File: config.mk
export PLATFORM = sky130hd
export DESIGN_NAME = mmio_uart_ctrl
export DESIGN_NICKNAME = d
export VERILOG_FILES = /design/src/rtl/mmio_uart_ctrl_pkg.sv /design/src/rtl/mmio_rx_fifo.sv /design/src/rtl/mmio_uart_ctrl.sv
export SDC_FILE = /design/constraint.sdc
export NUM_CORES = 1
export LEC_CHECK = 0
export BUFFER_PORTS_ARGS = -buffer_cell sky130_fd_sc_hd__buf_4
export CAP_MARGIN = 10
export CORE_MARGIN = 4
export CORE_UTILIZATION = 45
export CTS_CLUSTER_DIAMETER = 100
export DETAILED_ROUTE_END_ITERATION = 8
export HOLD_SLACK_MARGIN = 0.02
export PLACE_DENSITY = 0.67
export SLEW_MARGIN = 20
export SYNTH_ARGS = -nofsm -noshare
export SYNTH_HDL_FRONTEND = slang
export SYNTH_SLANG_ARGS = --single-unit
File: constraint.sdc
create_clock -name clk -period 2.1 [get_ports clk]
set_input_delay 0.105 -clock clk [delete_from_list [all_inputs] [get_ports clk]]
set_output_delay 0.105 -clock clk [all_outputs]
set_load 0.01 [all_outputs]
File: src/rtl/mmio_uart_ctrl_pkg.sv
`default_nettype none
// ----------------------------------------------------------------------------
// Module  : mmio_uart_ctrl_pkg
// Brief   : Register offsets and status bit positions for the MMIO/UART block.
// Revision: 1.0
// ----------------------------------------------------------------------------
package mmio_uart_ctrl_pkg;

  localparam logic [7:0] c_mmio_status = 8'h00;
  localparam logic [7:0] c_mmio_rxdata = 8'h04;
  localparam logic [7:0] c_mmio_txdata = 8'h08;
  localparam logic [7:0] c_mmio_cycle  = 8'h10;
  localparam logic [7:0] c_mmio_instr  = 8'h14;
  localparam logic [7:0] c_mmio_cntrst = 8'h18;

  localparam int c_stat_tx_ready   = 0;
  localparam int c_stat_rx_nonempt = 1;
  localparam int c_stat_rx_overrun = 2;

  function automatic logic [31:0] status_word(input logic tx_ready,
                                               input logic rx_nonempty,
                                               input logic rx_overrun);
    logic [31:0] w;
    w                    = '0;
    w[c_stat_tx_ready]   = tx_ready;
    w[c_stat_rx_nonempt] = rx_nonempty;
    w[c_stat_rx_overrun] = rx_overrun;
    return w;
  endfunction

endpackage
`default_nettype wire

File: src/rtl/mmio_rx_fifo.sv
`default_nettype none
// ----------------------------------------------------------------------------
// Module  : mmio_rx_fifo
// Brief   : Small synchronous FIFO with extra-MSB pointers; head is combinational.
// Revision: 1.0
// ----------------------------------------------------------------------------
module mmio_rx_fifo #(
  parameter int WIDTH = 8,
  parameter int DEPTH = 4
) (
  input  logic             clk,
  input  logic             rst,
  input  logic             push,
  input  logic             pop,
  input  logic [WIDTH-1:0] wdata,
  output logic             full,
  output logic             empty,
  output logic [WIDTH-1:0] head
);

  localparam int           c_aw  = $clog2(DEPTH);
  localparam logic [c_aw:0] c_one = {{c_aw{1'b0}}, 1'b1};

  logic [c_aw:0]      r_wr_ptr;
  logic [c_aw:0]      r_rd_ptr;
  logic [WIDTH-1:0]   r_mem [DEPTH];
  logic               w_do_push;
  logic               w_do_pop;

  assign full  = (r_wr_ptr[c_aw] != r_rd_ptr[c_aw]) &&
                 (r_wr_ptr[c_aw-1:0] == r_rd_ptr[c_aw-1:0]);
  assign empty = (r_wr_ptr == r_rd_ptr);
  assign head  = r_mem[r_rd_ptr[c_aw-1:0]];

  assign w_do_push = push && !full;
  assign w_do_pop  = pop && !empty;

  always_ff @(posedge clk or negedge rst) begin
    if (!rst) begin
      r_wr_ptr <= '0;
      r_rd_ptr <= '0;
    end else begin
      if (w_do_push) r_wr_ptr <= r_wr_ptr + c_one;
      if (w_do_pop)  r_rd_ptr <= r_rd_ptr + c_one;
    end
  end

  // Storage carries no reset; an entry is only visible once written.
  always_ff @(posedge clk) begin
    if (w_do_push) r_mem[r_wr_ptr[c_aw-1:0]] <= wdata;
  end

endmodule
`default_nettype wire

File: src/rtl/mmio_uart_ctrl.sv
`default_nettype none
// ----------------------------------------------------------------------------
// Module  : mmio_uart_ctrl
// Brief   : MMIO decode for UART TX/RX, cycle/instret counters, registered read data.
// Revision: 1.0
// ----------------------------------------------------------------------------
module mmio_uart_ctrl
  import mmio_uart_ctrl_pkg::*;
#(
  parameter logic [31:0] MMIO_BASE = 32'h8000_0000,
  parameter int          RX_DEPTH  = 4
) (
  input  logic        clk,
  input  logic        rst,
  input  logic [31:0] mmio_addr,
  input  logic [3:0]  mmio_we,
  input  logic        mmio_re,
  input  logic [31:0] mmio_wdata,
  output logic [31:0] mmio_rdata,
  input  logic        inst_retire,
  output logic [7:0]  tx_data,
  output logic        tx_valid,
  input  logic        tx_ready,
  input  logic [7:0]  rx_data,
  input  logic        rx_valid,
  output logic        rx_ready
);

  logic        w_hit;
  logic [7:0]  w_off;
  logic        w_wr;
  logic        w_rd;
  logic        w_tx_load;
  logic        w_tx_hs;
  logic        w_cnt_clr;
  logic        w_push;
  logic        w_pop;
  logic        w_fifo_full;
  logic        w_fifo_empty;
  logic [7:0]  w_fifo_head;
  logic [31:0] w_rd_mux;
  logic        w_unused;

  logic        r_tx_valid;
  logic [7:0]  r_tx_data;
  logic [31:0] r_cycle;
  logic [31:0] r_instr;
  logic        r_overrun;
  logic [31:0] r_rdata;

  assign w_hit     = (mmio_addr[31:8] == MMIO_BASE[31:8]);
  assign w_off     = mmio_addr[7:0];
  assign w_wr      = w_hit && (mmio_we != 4'b0000);
  assign w_rd      = w_hit && mmio_re;
  assign w_tx_hs   = r_tx_valid && tx_ready;
  assign w_tx_load = w_wr && (w_off == c_mmio_txdata) && !r_tx_valid;
  assign w_cnt_clr = w_wr && (w_off == c_mmio_cntrst);
  assign w_push    = rx_valid && !w_fifo_full;
  assign w_pop     = w_rd && (w_off == c_mmio_rxdata) && !w_fifo_empty;
  assign w_unused  = ^mmio_wdata[31:8];

  mmio_rx_fifo #(
    .WIDTH (8),
    .DEPTH (RX_DEPTH)
  ) u_rx_fifo (
    .clk   (clk),
    .rst   (rst),
    .push  (w_push),
    .pop   (w_pop),
    .wdata (rx_data),
    .full  (w_fifo_full),
    .empty (w_fifo_empty),
    .head  (w_fifo_head)
  );

  // Read data reflects state before this cycle's updates.
  always_comb begin
    w_rd_mux = '0;
    case (w_off)
      c_mmio_status: w_rd_mux = status_word(!r_tx_valid, !w_fifo_empty, r_overrun);
      c_mmio_rxdata: w_rd_mux = w_fifo_empty ? 32'd0 : {24'd0, w_fifo_head};
      c_mmio_cycle:  w_rd_mux = r_cycle;
      c_mmio_instr:  w_rd_mux = r_instr;
      default:       w_rd_mux = '0;
    endcase
  end

  always_ff @(posedge clk or negedge rst) begin
    if (!rst) begin
      r_tx_valid <= 1'b0;
      r_tx_data  <= '0;
    end else if (w_tx_hs) begin
      r_tx_valid <= 1'b0;
    end else if (w_tx_load) begin
      r_tx_valid <= 1'b1;
      r_tx_data  <= mmio_wdata[7:0];
    end
  end

  always_ff @(posedge clk or negedge rst) begin
    if (!rst) begin
      r_cycle <= '0;
      r_instr <= '0;
    end else if (w_cnt_clr) begin
      r_cycle <= '0;
      r_instr <= '0;
    end else begin
      r_cycle <= r_cycle + 32'd1;
      if (inst_retire) r_instr <= r_instr + 32'd1;
    end
  end

  // A fresh overrun wins over a same-cycle STATUS read so no event is lost.
  always_ff @(posedge clk or negedge rst) begin
    if (!rst) begin
      r_overrun <= 1'b0;
    end else if (rx_valid && w_fifo_full) begin
      r_overrun <= 1'b1;
    end else if (w_rd && (w_off == c_mmio_status)) begin
      r_overrun <= 1'b0;
    end
  end

  always_ff @(posedge clk or negedge rst) begin
    if (!rst) begin
      r_rdata <= '0;
    end else if (w_rd) begin
      r_rdata <= w_rd_mux;
    end
  end

  assign mmio_rdata = r_rdata;
  assign tx_data    = r_tx_data;
  assign tx_valid   = r_tx_valid;
  assign rx_ready   = !w_fifo_full;

endmodule
`default_nettype wire

==> impl_results.md <==
* GPL Wtd Cong at 0.801
* Number of max-cap violations at 0
* Placement-stage cell area at 0.00781 sq mm
* H-Tree Depth at 4
* Worst path bufs/invs at 1
* Share of cells above drive strength 1 at 24.1%
* Max IR drop VDD at 555 uV
* Gate power share at 11.1%
* TNS Setup at 0 ps
* Drt drc at 0
* Via count of the routed design at just over 5000
* Tightest Pin Transition at 536 ps
* Final-report hold violation count at 0
* All-Layer GR Usage at 20.1%
* CP Capture Type: register
* Clk_lat worst skew at 420 ps
* Number of enable flip-flop cells after synthesis at 32
* Sw Share at 23.4%
* # rows at 44
* Leakage at 0.00371 uW
* Post-synth top flop: dfrtp_1
* Postcts setup bufs at 0
* # diodes at 0
* Die area at 0.0168 sq mm
* Post-DR vias/cell at 5.45
* Worst Skew at 7.25 ps
* Commonest cells after routing, fill and taps aside: 117 x buf_4, 112 x dfrtp_1, 73 x nor2_1, 50 x nand2_1, 36 x xnor2_1
* Die height at 130 microns
* Clock power frac at 43.7%
* Drt total wl at 15.8 mm
* Min Tclk post-route at roughly 1900 ps
* Fin area at 0.00863 sq mm
* Critical Path RT at about 2400 ps
* Sequential fraction of the synthesis area at a little under three fifths
* Fin crit share at 91.0%
* Total grt overflow at 0
* Post-Layout Cell Count at 930
* Syn Inst Count at 600
* Area contributors post-synth: dfrtp_1 42%, edfxtp_1 14%, xnor2_1 4.7%
* Area Growth Syn to Fin at 29.2%
* Part of the power in registers at a little under half
* Clk pin slew, worst setup/hold paths at 60 ps
* Largest delay contributor family on the critical path: simple AND/OR/NAND/NOR gates
* TritonCTS buffer count at 17
* Crit path max fanout at 6
* Detailed router's first-iteration violation count at 327
* Worst Hold Class: primary input to register
* Max Root-Sink Buffers at 2
* Crit-path most repeated cell: nor3_1
* Clock sinks at roughly 140
* Status: complete, no violations
* CP Cell Sequence: and4_1, nand3_1, nor3_1, buf_4, mux2i_1, nor3_1
* Internal Pwr Total at 5490 uW
* Final #Nets at 822
* Post-synthesis cell area at 0.00668 sq mm
* DP Wirelength at 11.1 mm
* Top-area cell type share of the netlist area at 42.0%
* Slowest stage delay, CP at 440 ps
* Mapped Nets at about 700
* TritonCTS clock tree: done
* Die extent in x at 130 microns
* First-pass GRT wire length at 26.5 mm
* Slew margin rel. at 64.3%
* RSZ-0062 raised after global routing: no
* Starting Density at 45.9%
* Mean routed wirelength per cell at 17.0 microns
* Number of synthesis warnings at 0
* Cell Pwr Density at 830 mW/mm^2
* Port Buffers at 99
* Slowest CP cell: dfrtp_1
* Fill cells at around 1200
* Critical Path Source Type: register
* Max Clk Rate at 523 MHz
* Syn Area/Cell at about 11 sq um
* Core area at roughly 0.015 sq mm
* Slew Limit Fails at 0
* Most common cell after layout, fill and taps aside: buf_4
* Initial antenna violation count at 0
* CP arrival at between 2000 and 2500 ps
* Detail Route Antenna Nets at 0
* Net Sw Power at 1680 uW
* Total Power at 7170 uW
* Crit Path Class: register to register
* Synthesized flop and latch total at 144
* Multi-input gate area at 0.00274 sq mm
* FF/Latch Area at ~0.0038 sq mm
* Setup Viol. Count Final at 0
* Largest net degree at the start of global routing at 65
* Placed Instances at 878
* Synth async-reset ratio at 77.8%
* Clock root buffer master: clkbuf_16
* TritonRoute pass-1 iters at 5
* Top cell type by total area after synthesis: dfrtp_1
* Post-synthesis cell type count at 48
* I/O pin total at 124
* Number of global-route vias before repair at 5250
## synth_stat cells (8+ instances only)
master	number
mux4_2	8
buf_2	14
dfrtp_1	112
nand4_1	16
a22oi_1	25
xor2_1	29
nor4_1	10
inv_1	12
edfxtp_1	32
nand2_1	50
nor3_1	20
o21ai_0	30
nor2_1	73
clkbuf_1	15
mux2_2	9
xnor2_1	36
and3_1	14
nand3_1	25
and4_1	9
## kinds of logic (layout without fill, tap and decap cells)
| logic type | after synthesis | after routing | synth area share, % |
|---|---|---|---|
| AND/OR/NAND/NOR | 242 | 242 | 18.7 |
| flip-flops | 144 | 144 | 56.4 |
| AO/OA/AOI/OAI | 77 | 77 | 7.31 |
| XOR/XNOR | 65 | 65 | 8.53 |
| buffers and inverters | 43 | 189 | 2.79 |
| multiplexers | 22 | 22 | 4.99 |
| adder cells (fa/ha/maj) | 7 | 7 | 1.31 |
## metrics by stage
step | hold slack, ps | worst slack (ps) | util (%)
finish | 121 | 189 | 59.4
floorplan | -191 | 316 | -
CTS | 106 | 137 | 59.3
global placement | 114 | 164 | 53.7
global route | 136 | 31.4 | 59.4
detailed placement | 123 | 127 | 53.7
## what timing repair did
item | 4_1_cts | 5_1_grt
endpoints found under the setup margin | 0 | 1
hold buffers | 20 | 0
resized for setup | 0 | 1
hold endpoints to repair | 81 | 0
## worst paths after layout
check | start | end | slack [ps] | depth (start not counted)
worst max-delay path | r_instr[14]$_DFFE_PN0P_ | r_instr[27]$_DFFE_PN0P_ | 190 | 6
worst min-delay path | mmio_addr[0] | r_overrun$_DFFE_PN0P_ | 120 | 4
worst max register to register | r_instr[14]$_DFFE_PN0P_ | r_instr[27]$_DFFE_PN0P_ | 190 | 6
worst min register to register | mmio_rdata[25]$_DFFE_PN0N_ | mmio_rdata[25]$_DFFE_PN0N_ | 480 | 2
max in group asynchronous | rst | r_cycle[28]$_DFF_PN0_ | 1210 | 3
min in group asynchronous | rst | tx_data[0]$_DFFE_PN0P_ | 200 | 2
## cell type report
type	count	area share, %
flip-flops and latches	144	43.6
multi-input cells	413	31.7
repair buffers	145	14.4
clock buffers	20	5.18
well taps	184	2.67
clock inverters	12	1.94
inverters	12	0.522
## per-layer routing
metal  up-vias  GRT usage [%]  wire length (microns)
met5         -              0                      0
met1      2525           26.1                   6820
met4         0           5.56                    161
met3        14           4.83                    651
li1       2415              -                      -
met2       115           33.9                   8170
## power by group through the flow
stage / clock, uW / combinational, uW / sequential [uW]
after floorplan: 0 / 353 / 3260
after global routing: 3310 / 883 / 3250
after CTS: 3180 / 807 / 3240
final: 3130 / 797 / 3240
after global placement: 0 / 735 / 3270
after detailed placement: 0 / 769 / 3280
## worst register-to-register path, delay by kind of cell (launching register included)
kind          cells  cell delay (ps)
flops             1              440
mux               1              200
buf+inv           1              170
simple gates      4              980
## registers in the layout (all words and copies together), names as in the netlist
signal / cells
mmio_rdata: 32
r_instr: 32
r_overrun: 1
u_rx_fifo.r_wr_ptr: 3
r_cycle: 32
u_rx_fifo.r_rd_ptr: 3
tx_valid: 1
u_rx_fifo.r_mem: 32
tx_data: 8
Power figures use the tool's default switching activity.
